`config.mk`:
```
export PLATFORM = sky130hd
export DESIGN_NAME = window_scan_sequencer_flat
export DESIGN_NICKNAME = d
export VERILOG_FILES = /design/src/rtl/window_scan_sequencer_if.sv /design/src/rtl/window_scan_sequencer.sv /design/src/flat_wrapper.sv
export SDC_FILE = /design/constraint.sdc
export NUM_CORES = 1
export LEC_CHECK = 0
export BUFFER_PORTS_ARGS = -buffer_cell sky130_fd_sc_hd__buf_2
export CAP_MARGIN = 20
export CORE_MARGIN = 1.5
export CORE_UTILIZATION = 56
export DETAILED_ROUTE_END_ITERATION = 8
export PLACE_DENSITY = 0.78
export SYNTH_ARGS = -nofsm -noshare
export SYNTH_HDL_FRONTEND = slang
export SYNTH_SLANG_ARGS = --single-unit
export TNS_END_PERCENT = 5
```
`constraint.sdc`:
```
create_clock -name clk_i -period 5.05 [get_ports clk_i]
set_input_delay 0.2525 -clock clk_i [delete_from_list [all_inputs] [get_ports clk_i]]
set_output_delay 0.2525 -clock clk_i [all_outputs]
set_load 0.02 [all_outputs]
```
`src/rtl/window_scan_sequencer_if.sv`:
```
// ---------------------------------------------------------------------------
// window_scan_sequencer_if
//   Bundles the control inputs and the tap-address stream of the window scan
//   sequencer.
//   master : the sequencer (drives the tap stream, receives start/config)
//   slave  : the controller / feature-map consumer side
//   Signals:
//     start_i, abort_i        scan control
//     img_w_i, img_h_i, win_i image width/height and window size
//     valid_o, ready_i        tap handshake
//     addr_o                  flat pixel address of the current tap
//     row_o, col_o            window origin
//     krow_o, kcol_o          tap offset inside the window
//     win_last_o, scan_last_o last tap of window / of scan
//     busy_o, done_o, err_o   status
// ---------------------------------------------------------------------------
interface window_scan_sequencer_if #(
    parameter int DimBits  = 8,
    parameter int AddrBits = 16
);
    logic                start_i;
    logic                abort_i;
    logic [DimBits-1:0]  img_w_i;
    logic [DimBits-1:0]  img_h_i;
    logic [DimBits-1:0]  win_i;
    logic                valid_o;
    logic                ready_i;
    logic [AddrBits-1:0] addr_o;
    logic [DimBits-1:0]  row_o;
    logic [DimBits-1:0]  col_o;
    logic [DimBits-1:0]  krow_o;
    logic [DimBits-1:0]  kcol_o;
    logic                win_last_o;
    logic                scan_last_o;
    logic                busy_o;
    logic                done_o;
    logic                err_o;

    modport master (
        input  start_i, abort_i, img_w_i, img_h_i, win_i, ready_i,
        output valid_o, addr_o, row_o, col_o, krow_o, kcol_o,
               win_last_o, scan_last_o, busy_o, done_o, err_o
    );

    modport slave (
        output start_i, abort_i, img_w_i, img_h_i, win_i, ready_i,
        input  valid_o, addr_o, row_o, col_o, krow_o, kcol_o,
               win_last_o, scan_last_o, busy_o, done_o, err_o
    );
endinterface

```
`src/rtl/window_scan_sequencer.sv`:
```
// ---------------------------------------------------------------------------
// window_scan_sequencer
//   Walks every KxK window origin (stride 1, no padding) of a WxH image and
//   every tap inside each window in raster order, emitting one flat pixel
//   address per tap over valid/ready, then a one-cycle done pulse.
//   Ports:
//     clk_i  clock
//     rst_i  asynchronous active-high reset
//     bus    window_scan_sequencer_if.master (control, config, tap stream)
//   Optional: define WINDOW_SCAN_SEQUENCER_ASSERT_EN to compile in simulation
//   assertions (handshake stability, address formula, done width, params).
// ---------------------------------------------------------------------------
module window_scan_sequencer #(
    parameter int DimBits  = 8,
    parameter int AddrBits = 16
) (
    input  logic                       clk_i,
    input  logic                       rst_i,
    window_scan_sequencer_if.master    bus
);

    typedef enum logic [1:0] {IDLE, SCAN, DONE} state_t;

    state_t              state;
    logic [DimBits-1:0]  img_w, img_h, win;
    // origin_base = row*W, row_base = (row+krow)*W; both kept incrementally
    // so the address path needs only adders.
    logic [AddrBits-1:0] origin_base, row_base;

    logic                cfg_ok;
    logic [DimBits-1:0]  w_eff, h_eff, k_eff, k_m1;
    logic [AddrBits-1:0] w_ext, col_ext;
    logic [DimBits-1:0]  n_row, n_col, n_krow, n_kcol;
    logic [AddrBits-1:0] n_addr, n_row_base, n_origin;
    logic                n_win_last, n_scan_last;

    assign cfg_ok = (bus.win_i != '0) && (bus.win_i <= bus.img_w_i) &&
                    (bus.win_i <= bus.img_h_i);

    // Next tap position; in IDLE it is the first tap of a scan using the live
    // config inputs so the flags are correct in the very first SCAN cycle.
    always_comb begin
        // NOTE: every output of this block gets a default first so no latch
        // is inferred on paths that do not assign it.
        w_eff       = (state == IDLE) ? bus.img_w_i : img_w;
        h_eff       = (state == IDLE) ? bus.img_h_i : img_h;
        k_eff       = (state == IDLE) ? bus.win_i   : win;
        k_m1        = k_eff - 1'b1;
        w_ext       = AddrBits'(img_w);
        col_ext     = AddrBits'(bus.col_o);
        n_row       = bus.row_o;
        n_col       = bus.col_o;
        n_krow      = bus.krow_o;
        n_kcol      = bus.kcol_o;
        n_addr      = bus.addr_o;
        n_row_base  = row_base;
        n_origin    = origin_base;
        if (state == IDLE) begin
            n_row      = '0;
            n_col      = '0;
            n_krow     = '0;
            n_kcol     = '0;
            n_addr     = '0;
            n_row_base = '0;
            n_origin   = '0;
        end else if (bus.kcol_o != k_m1) begin
            n_kcol = bus.kcol_o + 1'b1;
            n_addr = bus.addr_o + 1'b1;
        end else if (bus.krow_o != k_m1) begin
            n_kcol     = '0;
            n_krow     = bus.krow_o + 1'b1;
            n_row_base = row_base + w_ext;
            n_addr     = row_base + w_ext + col_ext;
        end else if (bus.col_o != DimBits'(img_w - win)) begin
            n_kcol     = '0;
            n_krow     = '0;
            n_col      = bus.col_o + 1'b1;
            n_row_base = origin_base;
            n_addr     = origin_base + col_ext + 1'b1;
        end else begin
            n_kcol     = '0;
            n_krow     = '0;
            n_col      = '0;
            n_row      = bus.row_o + 1'b1;
            n_origin   = origin_base + w_ext;
            n_row_base = origin_base + w_ext;
            n_addr     = origin_base + w_ext;
        end
        n_win_last  = (n_krow == k_m1) && (n_kcol == k_m1);
        n_scan_last = n_win_last && (n_col == DimBits'(w_eff - k_eff)) &&
                      (n_row == DimBits'(h_eff - k_eff));
    end

    always_ff @(posedge clk_i or posedge rst_i) begin
        // NOTE: sequential state uses non-blocking assignments so every
        // register samples pre-edge values regardless of statement order.
        if (rst_i) begin
            state            <= IDLE;
            img_w            <= '0;
            img_h            <= '0;
            win              <= '0;
            origin_base      <= '0;
            row_base         <= '0;
            bus.valid_o      <= 1'b0;
            bus.addr_o       <= '0;
            bus.row_o        <= '0;
            bus.col_o        <= '0;
            bus.krow_o       <= '0;
            bus.kcol_o       <= '0;
            bus.win_last_o   <= 1'b0;
            bus.scan_last_o  <= 1'b0;
            bus.busy_o       <= 1'b0;
            bus.done_o       <= 1'b0;
            bus.err_o        <= 1'b0;
        end else begin
            case (state)
                IDLE: begin
                    bus.done_o <= 1'b0;
                    if (bus.start_i) begin
                        img_w <= bus.img_w_i;
                        img_h <= bus.img_h_i;
                        win   <= bus.win_i;
                        if (cfg_ok) begin
                            state           <= SCAN;
                            bus.err_o       <= 1'b0;
                            bus.valid_o     <= 1'b1;
                            bus.busy_o      <= 1'b1;
                            bus.addr_o      <= n_addr;
                            bus.row_o       <= n_row;
                            bus.col_o       <= n_col;
                            bus.krow_o      <= n_krow;
                            bus.kcol_o      <= n_kcol;
                            row_base        <= n_row_base;
                            origin_base     <= n_origin;
                            bus.win_last_o  <= n_win_last;
                            bus.scan_last_o <= n_scan_last;
                        end else begin
                            state      <= DONE;
                            bus.err_o  <= 1'b1;
                            bus.done_o <= 1'b1;
                        end
                    end
                end
                SCAN: begin
                    // Abort wins over a simultaneous transfer; the final
                    // transfer ends the scan. Both clear the tap outputs.
                    if (bus.abort_i || (bus.ready_i && bus.scan_last_o)) begin
                        state           <= bus.abort_i ? IDLE : DONE;
                        bus.done_o      <= !bus.abort_i;
                        bus.valid_o     <= 1'b0;
                        bus.busy_o      <= 1'b0;
                        bus.addr_o      <= '0;
                        bus.row_o       <= '0;
                        bus.col_o       <= '0;
                        bus.krow_o      <= '0;
                        bus.kcol_o      <= '0;
                        row_base        <= '0;
                        origin_base     <= '0;
                        bus.win_last_o  <= 1'b0;
                        bus.scan_last_o <= 1'b0;
                    end else if (bus.ready_i) begin
                        bus.addr_o      <= n_addr;
                        bus.row_o       <= n_row;
                        bus.col_o       <= n_col;
                        bus.krow_o      <= n_krow;
                        bus.kcol_o      <= n_kcol;
                        row_base        <= n_row_base;
                        origin_base     <= n_origin;
                        bus.win_last_o  <= n_win_last;
                        bus.scan_last_o <= n_scan_last;
                    end
                end
                DONE: begin
                    bus.done_o <= 1'b0;
                    state      <= IDLE;
                end
                default: state <= IDLE;
            endcase
        end
    end

`ifdef WINDOW_SCAN_SEQUENCER_ASSERT_EN
    a_params: assert property (@(posedge clk_i) AddrBits >= 2 * DimBits);

    a_hold: assert property (@(posedge clk_i) disable iff (rst_i)
        (bus.valid_o && !bus.ready_i && !bus.abort_i) |=>
        ($stable(bus.addr_o) && $stable(bus.row_o) && $stable(bus.col_o) &&
         $stable(bus.krow_o) && $stable(bus.kcol_o) && $stable(bus.valid_o) &&
         $stable(bus.win_last_o) && $stable(bus.scan_last_o)));

    a_addr: assert property (@(posedge clk_i) disable iff (rst_i)
        bus.valid_o |-> (bus.addr_o ==
            AddrBits'((AddrBits'(bus.row_o) + AddrBits'(bus.krow_o)) * AddrBits'(img_w) +
                      AddrBits'(bus.col_o) + AddrBits'(bus.kcol_o))));

    a_done: assert property (@(posedge clk_i) disable iff (rst_i)
        bus.done_o |=> !bus.done_o);
`endif

endmodule

```
`src/flat_wrapper.sv`:
```
// flat-port wrapper written by rule: the top's interface ports become plain ports
module window_scan_sequencer_flat 
#(
    parameter int DimBits  = 8,
    parameter int AddrBits = 16
)
  (clk_i, rst_i, bus_start_i, bus_abort_i, bus_img_w_i, bus_img_h_i, bus_win_i, bus_ready_i, bus_valid_o, bus_addr_o, bus_row_o, bus_col_o, bus_krow_o, bus_kcol_o, bus_win_last_o, bus_scan_last_o, bus_busy_o, bus_done_o, bus_err_o);
  window_scan_sequencer_if #(.DimBits(DimBits), .AddrBits(AddrBits)) bus_i ();
  input  logic clk_i;
  input  logic rst_i;
  input wire logic [$bits(bus_i.start_i)-1:0] bus_start_i;
  input wire logic [$bits(bus_i.abort_i)-1:0] bus_abort_i;
  input wire logic [$bits(bus_i.img_w_i)-1:0] bus_img_w_i;
  input wire logic [$bits(bus_i.img_h_i)-1:0] bus_img_h_i;
  input wire logic [$bits(bus_i.win_i)-1:0] bus_win_i;
  input wire logic [$bits(bus_i.ready_i)-1:0] bus_ready_i;
  output wire logic [$bits(bus_i.valid_o)-1:0] bus_valid_o;
  output wire logic [$bits(bus_i.addr_o)-1:0] bus_addr_o;
  output wire logic [$bits(bus_i.row_o)-1:0] bus_row_o;
  output wire logic [$bits(bus_i.col_o)-1:0] bus_col_o;
  output wire logic [$bits(bus_i.krow_o)-1:0] bus_krow_o;
  output wire logic [$bits(bus_i.kcol_o)-1:0] bus_kcol_o;
  output wire logic [$bits(bus_i.win_last_o)-1:0] bus_win_last_o;
  output wire logic [$bits(bus_i.scan_last_o)-1:0] bus_scan_last_o;
  output wire logic [$bits(bus_i.busy_o)-1:0] bus_busy_o;
  output wire logic [$bits(bus_i.done_o)-1:0] bus_done_o;
  output wire logic [$bits(bus_i.err_o)-1:0] bus_err_o;
  assign bus_i.start_i = bus_start_i;
  assign bus_i.abort_i = bus_abort_i;
  assign bus_i.img_w_i = bus_img_w_i;
  assign bus_i.img_h_i = bus_img_h_i;
  assign bus_i.win_i = bus_win_i;
  assign bus_i.ready_i = bus_ready_i;
  assign bus_valid_o = bus_i.valid_o;
  assign bus_addr_o = bus_i.addr_o;
  assign bus_row_o = bus_i.row_o;
  assign bus_col_o = bus_i.col_o;
  assign bus_krow_o = bus_i.krow_o;
  assign bus_kcol_o = bus_i.kcol_o;
  assign bus_win_last_o = bus_i.win_last_o;
  assign bus_scan_last_o = bus_i.scan_last_o;
  assign bus_busy_o = bus_i.busy_o;
  assign bus_done_o = bus_i.done_o;
  assign bus_err_o = bus_i.err_o;
  window_scan_sequencer #(.DimBits(DimBits), .AddrBits(AddrBits)) u_core (.clk_i(clk_i), .rst_i(rst_i), .bus(bus_i));
endmodule
```
==> metrics, run 1 <==
Die Width=144 µm; worst r2r src=u_core.state[0]$_DFFE_PP0P_; crit share post-route=93.3%; Hold Path End=u_core.img_h[0]$_DFFE_PP0P_; fin util=62.7%; synthesized area=0.0111 mm²; # Max-Cap Violations=0; DR pass1 iterations=5; global route overflow=0; Most used DFF post-synth=dfrtp_1; Max Clk Rate=212 MHz; clock sinks=111; CTS tree=built; FF-to-FF End=u_core.bus.scan_last_o$_DFFE_PP0P_; status=finished, final reports clean; die area=0.0206 mm²; Layout Nets=1563; num ports=83; register area share after synthesis=25.1%; Num CTS Buffers=9; DR WL/cell=20.9 µm; GPL Wtd Cong=0.965; post-synth cell types=87; Yosys top cell area share=25.1%; H-tree depth=3; RSZ-0062 raised after global routing=false; Critical Path AT=4.98 ns; R2R depth=16; PD cells=535 mW/mm²; Hold Startpoint=bus_img_h_i[0]; CP Buf/Inv Count=3; vias in the first global route=10600; number of flops mapped to enable cells by yosys=0; top post-synthesis cells by count=o21ai_0, nand2_1, dfrtp_1; Crit. End Element=flip-flop; Routed WL=35.9 mm; CTS max path bufs=2; # fillers=1759; dpl cells=1701; Site Rows=51; Tmin final=4.71 ns; CP Class=flip-flop to flip-flop; Leak=5.44 nW; initial antenna violation count=0; Worst Hold Class=input port to flip-flop; CP startpoint kind=flip-flop; synthesized flop and latch total=111; Post-synth ARST share=100%; Area contributors post-synth=dfrtp_1, ha_1, o21ai_0, xnor2_1, nand2_1; global-route wire length before repair=56.9 mm; Via Count=11100; area grow syn2layout=9.97%; Rel. slew slack=39.4%; Diodes inserted=0; postcts setup bufs=0; Worst Hold Depth=2; Worst Skew=0.0164 ns; ratio of cells with drive above 1 in the final layout=13.4%; post-route ant nets=0; DR iter-0 viols=944; largest net degree at the start of global routing=70; CP cell instances=inv_1, ha_2, inv_1, a21boi_1, ha_1, xnor3_1, nor4b_1, mux2i_1, buf_4, nor4_1, xor2_1, mux2i_1, o311a_1, o211ai_1, or4_1, o31ai_2; Final Hold Fails=0; worst vdd ir=0.358 mV; non-filler cells, final=1718; most frequent cell after synthesis=o21ai_0; WP data required=5.32 ns; CORE AREA=0.0194 mm²; vias per cell=6.47; clk_lat worst skew=0.37 ns; Worst-path clk slew=0.07 ns; final setup violating endpoints=0; syn avg cell area=7.97 µm²; Slowest Stage Delay on Critical Path=0.60 ns; initial core utilization=57.0%; CP Max Fanout=11; port bufs=82; Residual DRC=0; Synth Warn #=0; internal reg-to-reg setup slack=0.34 ns; clock root cell=clkbuf_16; area leader, netlist=dfrtp_1; CP max stage cell=or4_1; Mapped Nets=1503; max-slew violations=0; Die Ht=144 µm; cell count after synthesis=1388; Tightest Pin Transition=0.909 ns; Setup TNS=0 ns; GRT Util Overall=35.7%; Post-DP HPWL=27.5 mm; delay-heaviest family, CP=simple AND/OR/NAND/NOR gates
## cell type report
cell class | instances | area (µm²) | share of cell area (%)
repair buffers | 126 | 763 | 6.28
clock inverters | 7 | 76.3 | 0.628
multi-input cells | 1124 | 7700 | 63.3
inverters | 76 | 288 | 2.37
clock buffers | 9 | 225 | 1.85
well taps | 265 | 332 | 2.73
flip-flops and latches | 111 | 2780 | 22.8
## through the flow
step	worst slack [ns]	hold slack (ns)	power [mW]	area (µm²)
final	0.338	0.165	6.50	12200
after global routing	0.0115	0.180	6.97	12200
after CTS	0.135	0.164	6.42	12200
after detailed placement	0.184	0.376	5.65	11800
after global placement	0.326	0.365	5.59	11800
after floorplan	0.00108	0.403	4.44	11100
## worst max path at each step
| stage | from | end | slack (ns) | cells after the start |
|---|---|---|---|---|
| after floorplan | u_core.state[0]$_DFFE_PP0P_ | u_core.bus.scan_last_o$_DFFE_PP0P_ | 0.001 | 21 |
| after global placement | u_core.state[0]$_DFFE_PP0P_ | u_core.bus.scan_last_o$_DFFE_PP0P_ | 0.33 | 18 |
| after detailed placement | u_core.state[0]$_DFFE_PP0P_ | u_core.bus.scan_last_o$_DFFE_PP0P_ | 0.18 | 18 |
| after CTS | u_core.state[0]$_DFFE_PP0P_ | u_core.bus.scan_last_o$_DFFE_PP0P_ | 0.13 | 18 |
| after global routing | u_core.state[0]$_DFFE_PP0P_ | u_core.origin_base[13]$_DFFE_PP0P_ | 0.01 | 17 |
| final | u_core.state[0]$_DFFE_PP0P_ | u_core.bus.scan_last_o$_DFFE_PP0P_ | 0.34 | 16 |
## kinds of logic (layout without fill, tap and decap cells)
family / Yosys count / in the layout / synth area share (%)
xor+xnor: 109 / 109 / 8.95
mux: 44 / 44 / 4.45
buf+inv: 153 / 218 / 5.54
flops: 111 / 111 / 25.1
compound gates: 418 / 418 / 24.7
fa+ha+maj: 86 / 86 / 10.2
simple gates: 467 / 467 / 21.1
## sequential cells by signal (all words and copies together), names as in the netlist, 2 cells and up
signal and count:
u_core.bus.addr_o 16, u_core.origin_base 16, u_core.row_base 16, u_core.bus.col_o 8, u_core.bus.kcol_o 8, u_core.bus.krow_o 8
u_core.bus.row_o 8, u_core.img_h 8, u_core.img_w 8, u_core.win 8, u_core.state 2
## layer usage
layer	up-vias	global-route usage, %	routed length [µm]
li1	5183	-	-
met1	5261	45.2	14500
met2	553	57.8	16500
met3	127	5.40	2760
met4	0	20.6	2100
met5	-	0	0
## cells in the final DEF, fill, tap and decap left out, types with 6 or more instances in the layout
master	n
mux2i_1	19
nand3_1	45
or4_1	6
o22ai_1	7
nor3_1	37
xnor2_1	74
nor4_1	16
a21boi_0	8
a21oi_1	62
a32o_1	9
o41ai_1	7
nor2b_1	17
clkbuf_16	9
buf_4	42
and3_1	24
or3_1	9
xor2_1	32
o31a_1	9
o31ai_1	26
and2_1	9
mux2_2	21
o21a_1	14
o211ai_1	10
nand2b_1	12
a21o_1	18
buf_2	82
o21ai_0	154
a211oi_1	14
inv_1	73
dfrtp_1	111
a31oi_1	7
a22o_1	14
nand4_1	21
ha_1	78
or2_2	8
fa_1	7
nand2_1	138
nor2_1	96
## repair_timing
item	4_1_cts	5_1_grt
gates resized for setup	0	2
hold buffers	1	0
setup endpoints to repair	0	4
hold endpoints to repair	25	0
## power by group
part	switching [mW]	internal, mW	leakage [nW]
Combinational	2.66	1.82	3.81
Clock	0.395	0.352	0.145
Sequential	0.247	1.03	1.49
No activity file was read; power rests on OpenSTA's default activity.
==> inputs of run 2 (changes only) <==
GPL_TIMING_DRIVEN = 0   (was unset)
==> run 2 against run 1 <==
Register-to-register slack worse by 0.28 ns. Sequential share of layout area is 0.67 points lower. Utilization increased by 1.9 points. Global-route usage is 0.83 points higher. Cell count increased by 3.3%. Combinational power rose by 4.5%. Critical path depth is 4 higher. Worst setup slack got worse by 0.28 ns. First-iteration DRC count grew 36%. Wire length up 3.6%. Clock skew barely moved. Hold slack about the same.
==> metrics, run 2 (synthesis results as in run 1) <==
num ports=83 (unchanged); non-filler cells, final=1775 (+3.3%); pre-CTS WS=-1.32 ns (-1.50 ns); CP Max Fanout=10 (-1); CP max stage cell=or4_1; Leak=5.57 nW (+2.3%); Worst Hold Class=input port to flip-flop; Die Width=144 µm (unchanged); clk_lat worst skew=0.37 ns (about the same); P_int=3.30 mW (+3.0%); DR iter-0 viols=1285 (+36%); Die Ht=144 µm (unchanged); DR WL/cell=21.0 µm (+0.26%); worst vdd ir=0.421 mV (+17%); most frequent cells in the layout=o21ai_0, nand2_1, dfrtp_1; Worst-path clk slew=0.09 ns (+0.02 ns); # fillers=1677 (-4.7%); CTS max path bufs=2 (unchanged); CP startpoint kind=flip-flop; Max Clk Rate=200 MHz (-5.5%); CP Buf/Inv Count=6 (+3); Diodes inserted=0 (unchanged); CP Class=flip-flop to flip-flop; multi-input logic area=0.00782 mm² (+1.6%); Layout Nets=1620 (+3.6%); clock root cell=clkbuf_16; crit share post-route=98.8% (+5.5 points); Routed WL=37.2 mm (+3.6%); setup ws final=0.0620 ns (-0.276 ns); CTS tree=built; initial antenna violation count=0 (unchanged); CP cell instances=inv_1, ha_1, buf_4, clkbuf_4, buf_4, buf_6, nand2_1, a21boi_4, ha_4, and3_1, buf_2, mux2i_1, nand4_1, or4_1, nand2_1, nor3_1, a211oi_1, nand3_1, or4_4, o31ai_2; biggest regs=u_core.bus.addr_o: 16 flops, u_core.origin_base: 16 flops, u_core.row_base: 16 flops; Sw Share=51.0% (+0.34 points); delay-heaviest family, CP=simple AND/OR/NAND/NOR gates; top layer in use=met4; Area after DPL=0.0118 mm² (about the same); area grow syn2layout=13.3%; die area=0.0206 mm² (unchanged); final setup violating endpoints=0 (unchanged); H-tree depth=3 (unchanged); Comb power frac=69.4% (+0.5 points); max-slew violations=0 (unchanged); switching pwr=3.44 mW (+4.4%); Flop pwr share=18.5% (-1.2 points); Critical Path AT=5.27 ns (+0.29 ns); met3 wire len=3.51 mm (+27%); DR pass1 iterations=5 (unchanged); dpl cells=1736 (+2.1%); Site Rows=51 (unchanged); status=finished, final reports clean; Setup TNS=0 ns (unchanged); Power Total=6.74 mW (+3.7%); # Max-Cap Violations=0 (unchanged); clock sinks=111 (unchanged); Hold WS=0.166 ns (+0.000394 ns); Residual DRC=0 (unchanged); post-route ant nets=0 (unchanged); Crit. End Element=flip-flop; most common cell after layout, fill and taps aside=o21ai_0; RSZ-0062 raised after global routing=true; port bufs=82 (unchanged); met2 WL=16.6 mm (+0.31%); largest net degree at the start of global routing=80 (+14%); Tightest Pin Transition=1.07 ns (+0.166 ns); Final Instance Area=0.0125 mm² (+3.0%); GRT Util Overall=36.5% (+0.83 points); vias in the first global route=10800 (+1.7%); CORE AREA=0.0194 mm² (unchanged); WP data required=5.33 ns (about the same); Via Count=11700 (+4.7%); GPL Wtd Cong=0.955 (-1.1%); Worst Skew=0.0168 ns (+0.000401 ns); Clock power frac=12.1% (+0.6 points); FF+latch area=0.00278 mm² (unchanged); global-route wire length before repair=58.2 mm (+2.3%); Rel. slew slack=28.3% (-11 points); met1 wire length=14.5 mm (about the same); Slowest Stage Delay on Critical Path=0.63 ns (+0.03 ns); vias per cell=6.56 (+1.4%); Tmin final=4.99 ns (+0.276 ns); Final Hold Fails=0 (unchanged); Num CTS Buffers=9 (unchanged); ratio of cells with drive above 1 in the final layout=14.3% (+0.88 points); PD cells=538 mW/mm² (+0.63%); Post-DP HPWL=27.9 mm (+1.5%); initial core utilization=57.0% (unchanged); global route overflow=0 (unchanged); fin util=64.6% (+1.9 points)
==> run 2: cell count changes in the layout (fill, tap and decap cells not counted), moves of 4 or more <==
cell	change
buf_4	-13
clkbuf_4	+5
clkbuf_1	+50
nor4_1	-6
buf_6	+4
nor4_2	+4
buf_2	+5
==> run 2: power groups by stage <==
stage	clock network [mW]	logic, mW	registers [mW]
after CTS	0.814	4.42	1.24
after global placement	0	4.19	1.25
final	0.815	4.68	1.25
after detailed placement	0	4.28	1.26
after floorplan	0	3.22	1.22
after global routing	0.843	5.06	1.26
==> run 2: timing repair <==
item                                    in CTS  in global routing
setup buffers                               10                 14
hold buffers                                 1                  0
endpoints found under the setup margin      79                 37
gates resized for setup                     28                 18
pin swaps                                    4                 13
endpoints found under the hold margin       32                  0
==> run 2: path summary, 6_finish.rpt <==
check | from | endpoint | slack [ns] | cells past startpoint
setup / recovery | u_core.state[1]$_DFFE_PP0P_ | u_core.bus.scan_last_o$_DFFE_PP0P_ | 0.06 | 20
hold / removal | bus_img_h_i[0] | u_core.img_h[0]$_DFFE_PP0P_ | 0.17 | 2
setup reg to reg | u_core.state[1]$_DFFE_PP0P_ | u_core.bus.scan_last_o$_DFFE_PP0P_ | 0.06 | 20
hold reg to reg | u_core.bus.win_last_o$_DFFE_PP0P_ | u_core.bus.win_last_o$_DFFE_PP0P_ | 0.48 | 2
min in group asynchronous | rst_i | u_core.bus.err_o$_DFFE_PP0P_ | 0.40 | 3
max in group asynchronous | rst_i | u_core.bus.addr_o[6]$_DFFE_PP0P_ | 3.91 | 4
==> run 2: area by class of cell <==
type | instances | area share, %
Sequential cell | 111 | 22.2
Timing Repair Buffer | 109 | 5.10
Clock inverter | 7 | 0.769
Tap cell | 265 | 2.65
Inverter | 76 | 2.32
Multi-Input combinational cell | 1124 | 62.4
Clock buffer | 9 | 1.80
Buffer | 74 | 2.78
==> run 2: routing by layer <==
metal / up-vias / global-route usage [%]
met1: 5421 / 46.2
met5: - / 0
met4: 0 / 21.2
met3: 196 / 7.00
met2: 719 / 58.1
li1: 5314 / -
